`src/rtl/seg_display_arbiter.sv`:
```
// Round-robin arbiter that shares a 4-digit BCD display between NUM_REQ sources with a minimum hold time.
// Optional macro SEG_ARB_PREEMPT_EN makes requester 0 a high-priority source that preempts any other owner.
module seg_display_arbiter #(
  parameter int NUM_REQ         = 4,
  parameter int CLOCK_FREQUENCY = 100000000,
  parameter int HOLD_MS         = 500
) (
  input  logic                               clk,
  input  logic                               rst,
  input  logic [NUM_REQ-1:0]                 req,
  input  logic [NUM_REQ-1:0][3:0][3:0]       req_bcd,
  output logic [NUM_REQ-1:0]                 grant,
  output logic [$clog2(NUM_REQ)-1:0]         owner,
  output logic                               busy,
  output logic [3:0][3:0]                    disp_bcd,
  output logic [1:0]                         dbg_state
);

  localparam int DIV = CLOCK_FREQUENCY / 1000;
  localparam int OW  = $clog2(NUM_REQ);
  localparam int PW  = $clog2(DIV);
  localparam int HW  = $clog2(HOLD_MS + 1);

  localparam logic [1:0] S_IDLE = 2'd0;
  localparam logic [1:0] S_HOLD = 2'd1;
  localparam logic [1:0] S_OPEN = 2'd2;

  logic [1:0]               state_q, state_d;
  logic [NUM_REQ-1:0]       grant_q, grant_d;
  logic [OW-1:0]            owner_q, owner_d;
  logic [OW-1:0]            last_owner_q, last_owner_d;
  logic [3:0][3:0]          disp_q, disp_d;
  logic [PW-1:0]            presc_q, presc_d;
  logic [HW-1:0]            hold_q, hold_d;

  logic                     tick;
  logic                     grant_new;
  logic [OW-1:0]            new_owner;
  logic [NUM_REQ-1:0]       others;

  // First set bit of mask scanning upward from last+1 with wrap; last itself is scanned last.
  function automatic logic [OW-1:0] rr_pick(input logic [NUM_REQ-1:0] mask,
                                            input logic [OW-1:0] last);
    logic [OW-1:0] pick;
    logic          found;
    int            idx;
    pick  = '0;
    found = 1'b0;
    for (int i = 1; i <= NUM_REQ; i++) begin
      idx = int'(last) + i;
      if (idx >= NUM_REQ) idx = idx - NUM_REQ;
      if (!found && mask[idx]) begin
        found = 1'b1;
        pick  = OW'(idx);
      end
    end
    return pick;
  endfunction

  always_comb begin
    state_d      = state_q;
    owner_d      = owner_q;
    last_owner_d = last_owner_q;
    presc_d      = presc_q;
    hold_d       = hold_q;
    grant_new    = 1'b0;
    new_owner    = '0;
    tick         = (presc_q == PW'(DIV - 1));
    others       = req & ~grant_q;

    case (state_q)
      S_IDLE: begin
        presc_d = '0;
        hold_d  = '0;
        if (|req) begin
          grant_new = 1'b1;
`ifdef SEG_ARB_PREEMPT_EN
          new_owner = req[0] ? '0 : rr_pick(req, last_owner_q);
`else
          new_owner = rr_pick(req, last_owner_q);
`endif
        end
      end
      S_HOLD: begin
        if (!req[owner_q]) begin
          state_d = S_IDLE;
        end else if (tick) begin
          presc_d = '0;
          hold_d  = hold_q + HW'(1);
          if (hold_q == HW'(HOLD_MS - 1)) state_d = S_OPEN;
        end else begin
          presc_d = presc_q + PW'(1);
        end
      end
      S_OPEN: begin
        if (|others) begin
          grant_new = 1'b1;
          new_owner = rr_pick(others, last_owner_q);
        end else if (!req[owner_q]) begin
          state_d = S_IDLE;
        end
      end
      default: state_d = S_IDLE;
    endcase

`ifdef SEG_ARB_PREEMPT_EN
    // Preemption overrides both hold timing and an owner drop in the same cycle.
    if (state_q != S_IDLE && owner_q != '0 && req[0]) begin
      grant_new = 1'b1;
      new_owner = '0;
    end
`endif

    if (grant_new) begin
      state_d      = S_HOLD;
      owner_d      = new_owner;
      last_owner_d = new_owner;
      presc_d      = '0;
      hold_d       = '0;
    end

    if (state_d == S_IDLE) owner_d = '0;
    grant_d = (state_d != S_IDLE) ? (NUM_REQ'(1) << owner_d) : '0;
    disp_d  = (state_d != S_IDLE) ? req_bcd[owner_d] : '0;
  end

  always_ff @(posedge clk) begin
    if (rst) begin
      state_q      <= S_IDLE;
      grant_q      <= '0;
      owner_q      <= '0;
      last_owner_q <= OW'(NUM_REQ - 1);
      disp_q       <= '0;
      presc_q      <= '0;
      hold_q       <= '0;
    end else begin
      state_q      <= state_d;
      grant_q      <= grant_d;
      owner_q      <= owner_d;
      last_owner_q <= last_owner_d;
      disp_q       <= disp_d;
      presc_q      <= presc_d;
      hold_q       <= hold_d;
    end
  end

  assign grant     = grant_q;
  assign owner     = owner_q;
  assign busy      = (state_q != S_IDLE);
  assign disp_bcd  = disp_q;
  assign dbg_state = state_q;

endmodule

```
`config.mk`:
```
export PLATFORM = sky130hd
export DESIGN_NAME = seg_display_arbiter
export DESIGN_NICKNAME = d
export VERILOG_FILES = /design/src/rtl/seg_display_arbiter.sv
export SDC_FILE = /design/constraint.sdc
export NUM_CORES = 1
export LEC_CHECK = 0
export BUFFER_PORTS_ARGS = -buffer_cell sky130_fd_sc_hd__buf_2
export CORE_MARGIN = 1
export CORE_UTILIZATION = 51
export CTS_CLUSTER_SIZE = 40
export DETAILED_ROUTE_END_ITERATION = 8
export PLACE_DENSITY_LB_ADDON = 0.1
export REMOVE_ABC_BUFFERS = 1
export SLEW_MARGIN = 25
export SYNTH_ARGS = -nofsm -noshare
export SYNTH_HDL_FRONTEND = slang
export SYNTH_SLANG_ARGS = --single-unit
```
`constraint.sdc`:
```
create_clock -name clk -period 2.8 [get_ports clk]
set_input_delay 0.28 -clock clk [delete_from_list [all_inputs] [get_ports clk]]
set_output_delay 0.28 -clock clk [all_outputs]
set_load 0.02 [all_outputs]
```
==> results.cfg, run 1 <==
[status]
status = completed

[placed_design]
dpl_cell_area_um2 = 3430
io_buffers = 94
gp_congestion = 0.908
dp_hpwl_mm = 5.28
pre_cts_ws_ns = 0.343
dp_cells = 506

[clock_network]
clockBufferDepth = 2
cts-resized-gates = 0
postCtsSetupBuffers = 0
cts_max_level = 2
ctsHoldBuffers = 0
cts_tree = yes
root_buffer = clkbuf_8
clkTransAtPathRegs_ns = 0.10
numCtsBuffers = 5
worstSkewPairLatency_ns = 0.30
cts_sinks = 52

[power]
p_clk_frac = 0.277
p_leak_nw = 1.40
p_seq_frac = 0.450
combPwrFrac = 0.273
swShare = 0.316
cellInternalPower_mw = 1.25
switching_power_uw = 580
ir_drop_mv = 0.314
powerDensity_nw_per_um2 = 519

[min_path]
worstHoldPathCells = 3
whs_endpoint = disp_bcd[0]$_SDFF_PP0_
hold_class = input pin to flop
hold_path.startpoint = req_bcd[0]

[worst_setup_path]
cp-start-kind = flop
r2r_setup_slack_ns = 0.32
crit_path_end_kind = flop
path_max_fanout = 9
arrival_ns = 2.71
ff2ff_path_depth = 6
crit_type = flop to flop
required_ns = 3.03
rr_endpoint = hold_q[6]$_SDFFE_PP0P_
r2r_start = presc_q[5]$_SDFFE_PP0P_

[floorplanning]
die_w_um = 77.3
die_h_um = 77.3
start_util = 0.528
die-area_um2 = 5970
row_count = 27
core-area_um2 = 5470
pin_count = 95

[timing]
rsz0062_at_grt = no
slew_violations = 0
setup_tns_ns = 0
fin_worst_skew_ns = 0.00745
slew_headroom = 0.669
tightest_slew_ns = 0.493
layout_setup_ws_ns = 0.317
fin_crit_sh = 0.887
setup_violations = 0
max_freq_mhz = 403
hold_viol = 0
layout_min_cycle_time_ns = 2.48

[layout]
multi_input_area_um2 = 1740
final_util = 0.646
area_growth_pct = 22.4
finalNonFillerCells = 514
most-common-layout-cells = buf_2 (94), dfxtp_1 (52), nand3_1 (31), nor2_1 (30), nand2_1 (27)
layout_commonest_cell = buf_2
nFillCells = 515
drive_gt1_frac = 0.269
antenna_cells = 0
seq_area_um2 = 1040
nets = 513
finalInstanceArea_um2 = 3530

[routing]
ant_nets = 0
wire_per_inst_um = 13.8
drtIter0Drc = 139
postRouteWirelength_mm = 7.11
viasPerCell = 5.70
drtPass1Iterations = 4
dr_total_vias = 2928
drc = 0

[logic_synthesis]
synth_ff_type = dfxtp_1
yosysWarnings = 0
synthArstFlopShare = 0
netlist_area_um2 = 2890
synth-seq-cells = 52
seq_area_frac_synth = 0.360
synth_edf_count = 0
synth_cell_types = 53
syn_inst = 353
synth.avg_cell_area_um2 = 8.18

[global_route]
gr-usage-all-layers = 0.246
antenna_found_initial = 0
grt_pass1_wl_mm = 11.9
overflow = 0
grt_pass1_vias = 2699
grt_max_degree = 27

[job]
max_cap_violations = 0
[cells by family after synthesis]
logic type / Yosys count / share of synthesized area
compound gates: 97 / 0.234
xor+xnor: 17 / 0.0516
fa+ha+maj: 3 / 0.0121
buf+inv: 28 / 0.0377
flops: 52 / 0.360
mux: 9 / 0.0355
simple gates: 147 / 0.269
[power groups by stage]
stage          clock network [mW]  logic, mW  registers [mW]
2_1_floorplan                   0      0.254           0.897
3_3_place_gp                    0      0.493           0.840
3_5_place_dp                    0      0.498           0.841
4_1_cts                     0.522      0.499           0.825
5_1_grt                     0.552      0.549           0.832
6_report                    0.509      0.501           0.825
[cell type report]
cell class              count  area share
clock buffers               6      0.0205
clock inverters             2     0.00992
inverters                   8     0.00850
multi-input cells         273       0.493
flip-flops and latches     52       0.295
well taps                  72      0.0255
repair buffers            101       0.148
[registers in the layout (all words and copies together) (netlist names)]
register	flops
grant	4
owner	2
last_owner_q	2
disp_bcd	16
hold_q	9
dbg_state	2
presc_q	17
[through the flow]
stage	power (mW)	hold WS [ns]
after detailed placement	1.34	0.480
after global placement	1.33	0.472
after CTS	1.85	0.220
final	1.83	0.225
after global routing	1.93	0.222
after floorplan	1.15	0.349
[metal layers]
layer | share of wire | track usage
met5 | 0 | 0
met4 | 0.019 | 0.119
met3 | 0.060 | 0.0655
met2 | 0.48 | 0.412
met1 | 0.44 | 0.288
[worst max-delay path by stage]
stage | startpoint | to | slack [ns]
after floorplan | dbg_state[1]$_SDFF_PP0_ | disp_bcd[2]$_SDFF_PP0_ | -0.23
after global placement | presc_q[5]$_SDFFE_PP0P_ | hold_q[8]$_SDFFE_PP0P_ | 0.38
after detailed placement | presc_q[5]$_SDFFE_PP0P_ | hold_q[6]$_SDFFE_PP0P_ | 0.34
after CTS | presc_q[5]$_SDFFE_PP0P_ | hold_q[6]$_SDFFE_PP0P_ | 0.30
after global routing | owner[1]$_SDFF_PP0_ | disp_bcd[6]$_SDFF_PP0_ | 0.04
final | presc_q[5]$_SDFFE_PP0P_ | hold_q[6]$_SDFFE_PP0P_ | 0.32
[synthesized netlist by cell type (all sizes together), types with 2 or more instances]
| library cell | number | area share |
|---|---|---|
| buf | 3 | 0.0048 |
| ha | 2 | 0.0087 |
| xnor2 | 7 | 0.021 |
| a221o | 2 | 0.0069 |
| o21a | 2 | 0.0052 |
| o41a | 2 | 0.0078 |
| or3 | 8 | 0.020 |
| clkbuf | 17 | 0.023 |
| inv | 8 | 0.010 |
| nand4 | 11 | 0.024 |
| a32oi | 12 | 0.036 |
| dfxtp | 52 | 0.36 |
| o21ai | 24 | 0.045 |
| a21boi | 13 | 0.034 |
| and2 | 3 | 0.0065 |
| and3 | 3 | 0.0065 |
| mux2i | 8 | 0.028 |
| o22ai | 5 | 0.011 |
| or4 | 2 | 0.0052 |
| nor3 | 4 | 0.0069 |
| xor2 | 10 | 0.030 |
| nand2b | 10 | 0.022 |
| o211ai | 2 | 0.0052 |
| nand3 | 31 | 0.054 |
| nor4 | 4 | 0.014 |
| a211oi | 2 | 0.0052 |
| nor2b | 7 | 0.015 |
| nor2 | 30 | 0.039 |
| a22oi | 12 | 0.031 |
| nand2 | 27 | 0.035 |
| a21oi | 16 | 0.029 |
[critical path, cell delays in order (launching register included)]
cell and delay (ns):
dfxtp_1 0.37, or4b_4 0.56, nor4_4 0.46, o21ai_4 0.14
or3_4 0.41, or3_1 0.31, a21oi_1 0.15
No activity file was read; power rests on OpenSTA's default activity.
==> run 2, diff against run 1 <==
GPL_TIMING_DRIVEN = 0   (was not set)
==> run 2 against run 1 <==
Critical path depth unchanged. Setup slack lost 0.13 ns. Power increased by 2.8%. Clock power is 6.9% higher. Fmax down 5.0%. Wire length increased by 4.1%. Cell count shrank 0.78%. Count of clock-buffer cells in the layout unchanged. Cell area increased by 1.3%. Non-clock buffer count fell by 5. Critical endpoint is now disp_bcd[6]$_SDFF_PP0_. Largest cell class unchanged. Highest routed layer unchanged.
==> results.cfg, run 2 (synthesized netlist as in run 1, its figures left out) <==
[power]
ir_drop_mv = 0.243
combPwrFrac = 0.275
p_seq_frac = 0.436
swShare = 0.319
switching_power_uw = 601
powerDensity_nw_per_um2 = 527
p_leak_nw = 1.40
finalPower_mw = 1.89
cellInternalPower_mw = 1.29
p_clk_frac = 0.288

[routing]
dr_total_vias = 2963
drtPass1Iterations = 4
drc = 0
drtIter0Drc = 130
postRouteWirelength_mm = 7.40
wire_per_inst_um = 14.5
viasPerCell = 5.81
ant_nets = 0

[layout]
finalNonFillerCells = 510
layout_commonest_cell = buf_2
largest_register_ffs = 17
most-common-layout-cells = buf_2 (94), dfxtp_1 (52), nand3_1 (31), nor2_1 (29), nand2_1 (27)
final_util = 0.654
area_growth_pct = 24.0
antenna_cells = 0
nets = 509
top_register = presc_q
drive_gt1_frac = 0.276

[timing]
fin_crit_sh = 0.933
slew_headroom = 0.547
setup_tns_ns = 0
setup_violations = 0
hold_viol = 0
layout_min_cycle_time_ns = 2.61
slew_violations = 0
fin_worst_skew_ns = 0.0120
tightest_slew_ns = 0.677
rsz0062_at_grt = no
max_freq_mhz = 383

[placed_design]
gp_congestion = 0.876
dp_cells = 501
io_buffers = 94
dp_hpwl_mm = 5.10

[floorplanning]
die_h_um = 77.3
pin_count = 95
row_count = 27
core-area_um2 = 5470
die-area_um2 = 5970
die_w_um = 77.3
start_util = 0.528

[clock_network]
root_buffer = clkbuf_8
cts_max_level = 2
clockBufferDepth = 2
cts_tree = yes
cts_sinks = 52
clkTransAtPathRegs_ns = 0.09
worstSkewPairLatency_ns = 0.31
numCtsBuffers = 5

[job]
max_cap_violations = 0

[worst_setup_path]
path_cells = or2_2 > a21oi_4 > nor2_1 > a221o_4 > nand2b_2 > a32oi_1
crit_path_end_kind = flop
crit_path_max_incr_delay_ns = 0.62
crit_slowest_cell = a221o_4
path_max_fanout = 26
r2r_setup_slack_ns = 0.19
rr_endpoint = disp_bcd[6]$_SDFF_PP0_
startpoint = dbg_state[1]$_SDFF_PP0_
ff2ff_path_depth = 6
crit_type = flop to flop
cp-start-kind = flop
required_ns = 3.03
r2r_start = dbg_state[1]$_SDFF_PP0_
arrival_ns = 2.84

[status]
status = completed

[global_route]
grt_pass1_vias = 2768
antenna_found_initial = 0
overflow = 0
grt_pass1_wl_mm = 12.1
gr-usage-all-layers = 0.246
grt_max_degree = 27

[min_path]
hold_path.startpoint = rst
whs_endpoint = dbg_state[0]$_SDFF_PP0_
hold_class = input pin to flop
worstHoldPathCells = 2
==> run 2: changes by cell type in the layout (fill, tap and decap cells not counted), sizes merged <==
cell | previous run | this run
a221o | 2 | 3
buf | 101 | 96
==> run 2: what timing repair did <==
action | in CTS | in global routing
cloned | 0 | 1
buffers inserted | 0 | 0
setup endpoints to repair | 17 | 13
gates resized for setup | 4 | 5
hold buffers | 0 | 0
==> run 2: how the worst max path moves through the flow <==
stage / end / depth (start not counted)
6_report: disp_bcd[6]$_SDFF_PP0_ / 6
5_1_grt: disp_bcd[2]$_SDFF_PP0_ / 6
4_1_cts: disp_bcd[4]$_SDFF_PP0_ / 6
3_5_place_dp: disp_bcd[4]$_SDFF_PP0_ / 8
3_3_place_gp: disp_bcd[2]$_SDFF_PP0_ / 7
2_1_floorplan: disp_bcd[2]$_SDFF_PP0_ / 6
==> run 2: routing by layer <==
metal | vias up | part of all wire | global-route usage
met3 | 9 | 0.057 | 0.0536
met5 | - | 0 | 0
met1 | 1384 | 0.43 | 0.300
met2 | 95 | 0.50 | 0.425
met4 | 0 | 0.011 | 0.0811
li1 | 1475 | - | -
==> run 2: area by class of cell <==
| class | count | area (um^2) |
|---|---|---|
| sequential | 52 | 1040 |
| clock inverter | 2 | 38.8 |
| timing repair buffer | 96 | 497 |
| fill | 506 | 1890 |
| clock buffer | 6 | 82.6 |
| inverter | 8 | 30.0 |
| tap | 72 | 90.1 |
| multi-input combinational | 274 | 1800 |
==> run 2: power by group through the flow <==
stage	Clock [mW]	Sequential, mW	Combinational, mW
3_3_place_gp	0	0.837	0.477
5_1_grt	0.583	0.833	0.564
6_report	0.544	0.823	0.520
4_1_cts	0.555	0.822	0.503
3_5_place_dp	0	0.838	0.498
2_1_floorplan	0	0.897	0.254
==> run 2: critical path, delay by kind of cell (launching register included) <==
family	cells	cell delay, ns
AO/OA/AOI/OAI	3	1.16
flip-flops	1	0.37
AND/OR/NAND/NOR	3	0.99
==> run 2: through the flow <==
| step | setup WS [ns] | hold slack, ns | cell area [um^2] |
|---|---|---|---|
| after detailed placement | -0.467 | 0.475 | 3410 |
| after CTS | 0.00929 | 0.204 | 3540 |
| final | 0.187 | 0.212 | 3580 |
| after floorplan | -0.228 | 0.349 | 2810 |
| after global routing | 0.0298 | 0.205 | 3580 |
| after global placement | -1.02 | 0.466 | 3370 |
